==> src/rtl/lc3_pkg.sv <==
// ============================================================================
// lc3_pkg: shared LC-3 constants and branch FSM state type.  Rev 1.0
// ============================================================================
`default_nettype none

package lc3_pkg;

   localparam int         WORD_W = 16;
   localparam logic [3:0] OP_BR  = 4'b0000;

   typedef enum logic [1:0] {
      IDLE    = 2'd0,
      EVAL    = 2'd1,
      RESOLVE = 2'd2
   } branch_state_t;

endpackage

`default_nettype wire

==> src/rtl/sat_counter.sv <==
// ============================================================================
// sat_counter: WORD_W-bit up counter that sticks at all-ones.  Rev 1.0
// ============================================================================
`default_nettype none

module sat_counter
   import lc3_pkg::*;
(
   input  logic              clk,
   input  logic              reset,
   input  logic              inc,
   output logic [WORD_W-1:0] count
);

   always_ff @(posedge clk) begin
      if (reset) begin
         count <= '0;
      end else if (inc && (count != {WORD_W{1'b1}})) begin
         count <= count + 1'b1;
      end
   end

endmodule

`default_nettype wire

==> src/rtl/branch_unit.sv <==
// ============================================================================
// branch_unit: resolves LC-3 BR against snapshotted N/Z/P in two cycles.
// Rev 1.0
// ============================================================================
`default_nettype none

module branch_unit
   import lc3_pkg::*;
#(
   parameter int OFFSET_W = 9
) (
   input  logic              clk,
   input  logic              reset,
   input  logic              start,
   input  logic [WORD_W-1:0] IR,
   input  logic [WORD_W-1:0] PC,
   input  logic              N,
   input  logic              Z,
   input  logic              P,
   output logic              busy,
   output logic              done,
   output logic              BEN,
   output logic              ld_pc,
   output logic [WORD_W-1:0] pc_target,
   output logic              illegal,
   output logic [WORD_W-1:0] branch_count,
   output logic [WORD_W-1:0] taken_count
);

   branch_state_t     r_state;
   logic [WORD_W-1:0] r_ir;
   logic [WORD_W-1:0] r_pc;
   logic [2:0]        r_nzp;

   logic              w_legal;
   logic              w_ben;
   logic [WORD_W-1:0] w_offset;
   logic [WORD_W-1:0] w_target;
   logic              w_branch_inc;
   logic              w_taken_inc;

   assign w_legal  = (r_ir[15:12] == OP_BR);
   assign w_ben    = w_legal & (|(r_ir[11:9] & r_nzp));
   assign w_offset = {{(WORD_W-OFFSET_W){r_ir[OFFSET_W-1]}}, r_ir[OFFSET_W-1:0]};
   assign w_target = r_pc + w_offset;

   // Statistics advance on the RESOLVE->IDLE edge from the registered results.
   assign w_branch_inc = (r_state == RESOLVE) & ~illegal;
   assign w_taken_inc  = (r_state == RESOLVE) & ld_pc;

   always_ff @(posedge clk) begin
      if (reset) begin
         r_state   <= IDLE;
         r_ir      <= '0;
         r_pc      <= '0;
         r_nzp     <= 3'b000;
         busy      <= 1'b0;
         done      <= 1'b0;
         BEN       <= 1'b0;
         ld_pc     <= 1'b0;
         illegal   <= 1'b0;
         pc_target <= '0;
      end else begin
         case (r_state)
            IDLE: begin
               done    <= 1'b0;
               ld_pc   <= 1'b0;
               illegal <= 1'b0;
               if (start) begin
                  r_ir    <= IR;
                  r_pc    <= PC;
                  r_nzp   <= {N, Z, P};
                  busy    <= 1'b1;
                  r_state <= EVAL;
               end
            end
            EVAL: begin
               BEN       <= w_ben;
               ld_pc     <= w_ben;
               illegal   <= ~w_legal;
               done      <= 1'b1;
               pc_target <= w_target;
               r_state   <= RESOLVE;
            end
            RESOLVE: begin
               busy    <= 1'b0;
               done    <= 1'b0;
               ld_pc   <= 1'b0;
               illegal <= 1'b0;
               r_state <= IDLE;
            end
            default: begin
               busy    <= 1'b0;
               done    <= 1'b0;
               ld_pc   <= 1'b0;
               illegal <= 1'b0;
               r_state <= IDLE;
            end
         endcase
      end
   end

   sat_counter u_branch_count (
      .clk   (clk),
      .reset (reset),
      .inc   (w_branch_inc),
      .count (branch_count)
   );

   sat_counter u_taken_count (
      .clk   (clk),
      .reset (reset),
      .inc   (w_taken_inc),
      .count (taken_count)
   );

endmodule

`default_nettype wire

==> config.mk <==
export PLATFORM = sky130hd
export DESIGN_NAME = branch_unit
export DESIGN_NICKNAME = d
export VERILOG_FILES = /design/src/rtl/lc3_pkg.sv /design/src/rtl/sat_counter.sv /design/src/rtl/branch_unit.sv
export SDC_FILE = /design/constraint.sdc
export NUM_CORES = 1
export LEC_CHECK = 0
export CAP_MARGIN = 10
export CORE_MARGIN = 4
export CORE_UTILIZATION = 48
export CTS_BUF_LIST = sky130_fd_sc_hd__clkbuf_4
export DETAILED_ROUTE_END_ITERATION = 12
export GPL_ROUTABILITY_DRIVEN = 0
export PLACE_DENSITY_LB_ADDON = 0.25
export REMOVE_ABC_BUFFERS = 1
export SYNTH_ARGS = -nofsm -noshare
export SYNTH_HDL_FRONTEND = slang
export SYNTH_HIERARCHICAL = 1
export SYNTH_SLANG_ARGS = --single-unit
export TNS_END_PERCENT = 50
==> constraint.sdc <==
create_clock -name clk -period 2.4 [get_ports clk]
set_input_delay 0.48 -clock clk [delete_from_list [all_inputs] [get_ports clk]]
set_output_delay 0.48 -clock clk [all_outputs]
set_load 0.03 [all_outputs]
==> results.py <==
metrics = {
    "outcome": {
        "status": "complete, no violations",
    },
    "logic_synthesis": {
        "syn_inst": 530,
        "synthArstFlopShare": 0,
        "synth_seq_area_share": 0.408,
        "ys_seq_elements": 90,
        "yosysTopAreaCellShare": 0.408,
        "yosysWarnings": 6,
        "synth_top_cell_by_area": "dfxtp_1",
        "synth-main-ff-cell": "dfxtp_1",
        "synth.avg_cell_area_um2": 8.34,
        "synth_area_leaders": "dfxtp_1 (41%), nand2_1 (8.8%), a21oi_1 (8.4%)",
        "synth_edf_count": 0,
        "ys_types": 63,
        "syn_area_um2": 4420,
    },
    "cells_and_area": {
        "drive_above_1_share": 0.0787,
        "fin_cells": 731,
        "post-route-cell-area_um2": 5620,
        "multi_input_area_um2": 2500,
        "final_cell_mix": "nand2_1 (104), dfxtp_1 (90), clkdlybuf4s50_1 (89)",
        "final_common_cell": "nand2_1",
        "fin_util": 0.635,
        "areaGrowthSynthToFinish_pct": 27.2,
        "fill_cells": 804,
        "seq_area_um2": 1800,
        "finish.net_count": 674,
        "antenna-diode-count": 0,
    },
    "run": {
        "cap_violations": 0,
    },
    "power_and_ir_drop": {
        "leakage_uw": 0.00206,
        "p_switching_uw": 748,
        "combPwrFrac": 0.134,
        "seqPwrFrac": 0.540,
        "clkPwrFrac": 0.326,
        "power_density_nw_per_um2": 521,
        "p_sw_frac": 0.255,
        "internal-power_uw": 2180,
        "ir_drop_v": 0.000370,
    },
    "sta": {
        "setup_slack_ps": 50.9,
        "finalHoldViolCount": 0,
        "slew_viol_final": 0,
        "layout_min_cycle_time_ps": 2350,
        "max_freq_mhz": 426,
        "finalCritPeriodShare": 0.979,
        "tightest_slew_ps": 645,
        "setup_viol": 0,
        "rsz0062_at_grt": "no",
        "slew_headroom": 0.570,
        "fin_worst_skew_ps": 13.6,
        "hold_slack_ps": 268,
    },
    "routing": {
        "drc": 0,
        "post_drt_via_cell_ratio": 5.72,
        "drt_wl_total_mm": 10.7,
        "wl_per_cell_um": 14.6,
        "ant_nets": 0,
        "drt-initial-drc-count": 152,
        "firstDrtPassIters": 4,
        "vias": 4184,
    },
    "worst_setup_path": {
        "worstSetupPathType": "register to register",
        "critPathMaxFanout": 3,
        "worstSetupEndpointType": "register",
        "cp_top_family": "compound AO/OA/AOI/OAI gates",
        "path_cells": "ha_1 > fa_2 > a21o_2 > a311oi_4 > o2bb2ai_2 > o311a_1 > or3_1",
        "critPathMaxStageDelay_ps": 360,
        "critPathBufInv": 0,
        "slowest_stage": "fa_2",
        "arrival_ps": 2660,
        "cp-start-kind": "register",
        "required_ps": 2710,
    },
    "clock_network": {
        "cts_sinks": 90,
        "cts_tree": "done",
        "cts_made_buffers": 9,
        "htreeDepth": 3,
        "cts_hold_buffers": 0,
        "clk_pin_slew_worst_paths_ps": 140,
        "cts-root-buf": "clkbuf_4",
        "clock_path_buffers": 2,
        "clock_latency_ps": 420,
    },
    "place": {
        "port_buffers": 90,
        "dpl_cell_area_um2": 5440,
        "place_ws_ps": -3.50,
        "dp_hpwl_mm": 7.87,
        "place_inst": 715,
    },
    "floorplan": {
        "initial_utilization": 0.499,
        "core_area_um2": 8850,
        "io_pins": 91,
        "fp.dieW_um": 104,
        "die_h_um": 104,
        "num_rows": 34,
        "die_area_um2": 10800,
    },
    "global_route": {
        "grt_usage": 0.195,
        "gr-total-overflow": 0,
        "antenna_found_initial": 0,
        "grt_max_degree": 46,
        "grt_pass1_wl_mm": 18.0,
        "grt_pass1_vias": 4008,
    },
    "worst_hold_path": {
        "hp-class": "primary input to register",
    },
}
state kept, by name (all words and copies together), names as in the netlist:
name / flops
pc_target: 16
r_ir: 16
r_pc: 16
u_branch_count/count: 16
u_taken_count/count: 16
r_nzp: 3
r_state: 2
BEN: 1
busy: 1
done: 1
illegal: 1
ld_pc: 1
synth_stat cells, types with 5 or more instances:
cell type / number
nand2_1: 104
dfxtp_1: 90
a21oi_1: 74
nand3_1: 22
nor2_1: 19
clkbuf_1: 18
ha_1: 17
or4_1: 17
o21ai_0: 16
nor3_1: 14
o31ai_1: 13
inv_1: 11
xnor2_1: 8
nand4_1: 7
or3_1: 7
a21o_1: 6
and3_1: 6
and4_1: 6
nor2b_1: 5
nor4_1: 5
layer usage:
| layer | vias up | global-route usage | share of wire |
|---|---|---|---|
| met5 | - | 0 | 0 |
| met4 | 0 | 0.0570 | 0.0059 |
| met3 | 6 | 0.0422 | 0.048 |
| met2 | 110 | 0.351 | 0.51 |
| met1 | 1957 | 0.233 | 0.44 |
| li1 | 2111 | - | - |
area by class of cell:
cell class	count	share of cell area
Clock buffer	12	0.0160
Timing Repair Buffer	101	0.174
Tap cell	108	0.0240
Sequential cell	90	0.321
Multi-Input combinational cell	405	0.444
Clock inverter	4	0.0136
Inverter	11	0.00735
final timing paths:
path / startpoint / endpoint / slack (ps) / cells past startpoint
setup reg to reg: r_ir[0] / pc_target[12] / 50 / 7
hold / removal: reset / r_pc[15] / 270 / 2
setup / recovery: r_ir[0] / pc_target[12] / 50 / 7
hold reg to reg: r_ir[14] / r_ir[14] / 460 / 2
power by group through the flow:
stage	registers, uW	clock network, uW	logic, uW
2_1_floorplan	1640	0	182
3_3_place_gp	1610	0	376
3_5_place_dp	1610	0	389
4_1_cts	1580	987	392
5_1_grt	1590	1050	433
6_report	1580	953	393
cell families after synthesis:
logic type                 count (synthesis)  share of synthesized area
AOI/OAI and AO/OA                        141                      0.206
xor gates and xnor gates                   9                     0.0178
adders and majority gates                 18                     0.0527
buffers and inverters                     35                     0.0303
DFF                                       90                      0.408
muxes                                      4                    0.00963
and+or+nand+nor                          233                      0.276
per-stage QoR:
stage	power [uW]	TNS [ps]
2_1_floorplan	1820	0
5_1_grt	3080	0
6_report	2930	0
4_1_cts	2960	0
3_3_place_gp	1990	0
3_5_place_dp	2000	-3.50
timing repair:
item                       CTS  global route
buffers inserted             0             0
resized for setup            1             1
cloned                       0             0
pin swaps                    1             0
setup endpoints to repair    2             1
(Power assumes the default switching activity.)
==> patch (same settings) <==
Re-encode `branch_state_t` (3 states) as one-hot, 3 bits wide.
--- a/src/rtl/lc3_pkg.sv
+++ b/src/rtl/lc3_pkg.sv
@@ -8,10 +8,10 @@
    localparam int         WORD_W = 16;
    localparam logic [3:0] OP_BR  = 4'b0000;
 
-   typedef enum logic [1:0] {
-      IDLE    = 2'd0,
-      EVAL    = 2'd1,
-      RESOLVE = 2'd2
+   typedef enum logic [2:0] {
+      IDLE    = 3'b001,
+      EVAL    = 3'b010,
+      RESOLVE = 3'b100
    } branch_state_t;
 
 endpackage
Check against the original RTL: same outputs for any inputs over 10 cycles, from zero or initial values and one cycle with reset high; not proved beyond that.
==> patch against the unedited design <==
- routed wire length up 1.0%
- synthesized area grew 0.79%
- sequential cell count grew 1
- final area barely moved
- synthesized cell count rose by 2.6%
- first-iteration DRC count increased by 41%
- maximum frequency increased by 3.3%
- power decreased by 0.65%
- sequential share of layout area is 0.36 points higher
- count of clock-buffer cells in the layout down 1
- critical path depth is the same
- worst setup slack improved by 76 ps
- critical endpoint is now pc_target[14]
- highest routed layer unchanged
==> patch: results (changes against the unedited design) <==
stage,metric,value,unit,change
sta,Fin Clk Skew,21.5,ps,was 13.6 ps
final_layout,Finished Layout Cells,739,,was 731
cts,Clock Latency Late Sink,440,ps,was 420 ps
synthesis,sequential area share after synthesis,40.9,%,was 40.8%
routing,routed length on met1,4750,um,was 4700 um
placement,"worst slack, placed",115,ps,was -3.50 ps
synthesis,Post-synth top cells,"nand2_1, dfxtp_1, a21oi_1",,unchanged
global_route,GR Util met3,5.34,%,was 4.22%
power_and_ir_drop,LEAKAGE,2.00,nW,was 2.06 nW
routing,wire length on met3,679,um,was 517 um
synthesis,Synth Area per Inst,8.19,um2,was 8.34 um2
synthesis,Synth async-reset ratio,0,%,unchanged
global_route,routing usage on met1,25.2,%,was 23.3%
global_route,largest net degree at the start of global routing,83,,was 46
setup_path,Critical-path top delay cell,fa_1,,was fa_2
synthesis,Post-Synth XOR/XNOR Area,1.97,%,was 1.78%
setup_path,critical path's top delay family,compound AO/OA/AOI/OAI gates,,unchanged
global_route,first-pass GRT wire length,18300,um,was 18000 um
routing,wire length on met2,5280,um,was 5430 um
power_and_ir_drop,Gate power share,11.6,%,was 13.4%
cts,Root Buffer Master,clkbuf_4,,unchanged
power_and_ir_drop,Power Internal,2.16,mW,was 2.18 mW
final_layout,# diodes,0,,unchanged
final_layout,share of cells above drive strength 1,6.18,%,was 7.87%
worst_hold_path,Hold WC Path Type,reg -> reg,,was in -> reg
cts,H-tree depth,3,,unchanged
routing,via count,4254,,was 4184
setup_path,"slowest stage delay, CP",410,ps,was 360 ps
synthesis,Synth area leaders,"dfxtp_1, a21oi_1, nand2_1",,"was dfxtp_1, nand2_1, a21oi_1"
outcome,status,finished clean,,unchanged
global_route,vias in the first global route,3949,,was 4008
power_and_ir_drop,Flop+latch power,1.59,mW,
cts,Clock transition at path regs,150,ps,
placement,HPWL Detailed,7610,um,was 7870 um
power_and_ir_drop,Psw,749,uW,was 748 uW
routing,initial drt markers,215,,was 152
global_route,met2 usage,33.4,%,was 35.1%
synthesis,complex-gate fraction of the synthesized area,20.6,%,about the same
cts,CTS buffer count,9,,unchanged
sta,Worst-Margin Slew,657,ps,was 645 ps
routing,top sig layer,met4,,unchanged
final_layout,Nets,682,,was 674
synthesis,distinct cell type count after synthesis,56,,was 63
routing,drt pass-1 iters,5,,was 4
global_route,initial antenna violation count,0,,unchanged
synthesis,mux contribution to synthesized area,0.955,%,was 0.963%
global_route,GRT Util Overall,19.9,%,was 19.5%
setup_path,Worst Path Arrival,2630,ps,was 2660 ps
placement,placed instance area,5450,um2,was 5440 um2
synthesis,adder-cell share of the synthesized area,5.22,%,was 5.27%
routing,wire length per cell,14.6,um,about the same
power_and_ir_drop,maximum VDD drop,0.282,mV,was 0.370 mV
placement,Placed Cells,723,,was 715
## patch: path summary, 6_finish.rpt
path	depth (start not counted)	slack [ps]	from	to
worst max-delay path	7	130	r_ir[0]	pc_target[14]
worst min-delay path	2	460	r_ir[15]	r_ir[15]
worst max register to register	7	130	r_ir[0]	pc_target[14]
worst min register to register	2	460	r_ir[15]	r_ir[15]
## patch: layout make-up
type	instances	area, um2
Multi-Input combinational cell	413	2480
Sequential cell	91	1820
Clock buffer	11	82.6
Timing Repair Buffer	97	961
Tap cell	108	135
Clock inverter	5	85.1
Inverter	14	52.6
Fill cell	781	3270
## patch: timing repair
item,in CTS,in global routing
resized for setup,0,0
hold endpoints to repair,0,0
setup endpoints to repair,0,1
buffers inserted,0,0
## patch: worst min-delay path: stages (launching register included)
cell and delay (ps):
dfxtp_1 330, nand2_1 50, a21oi_1 50
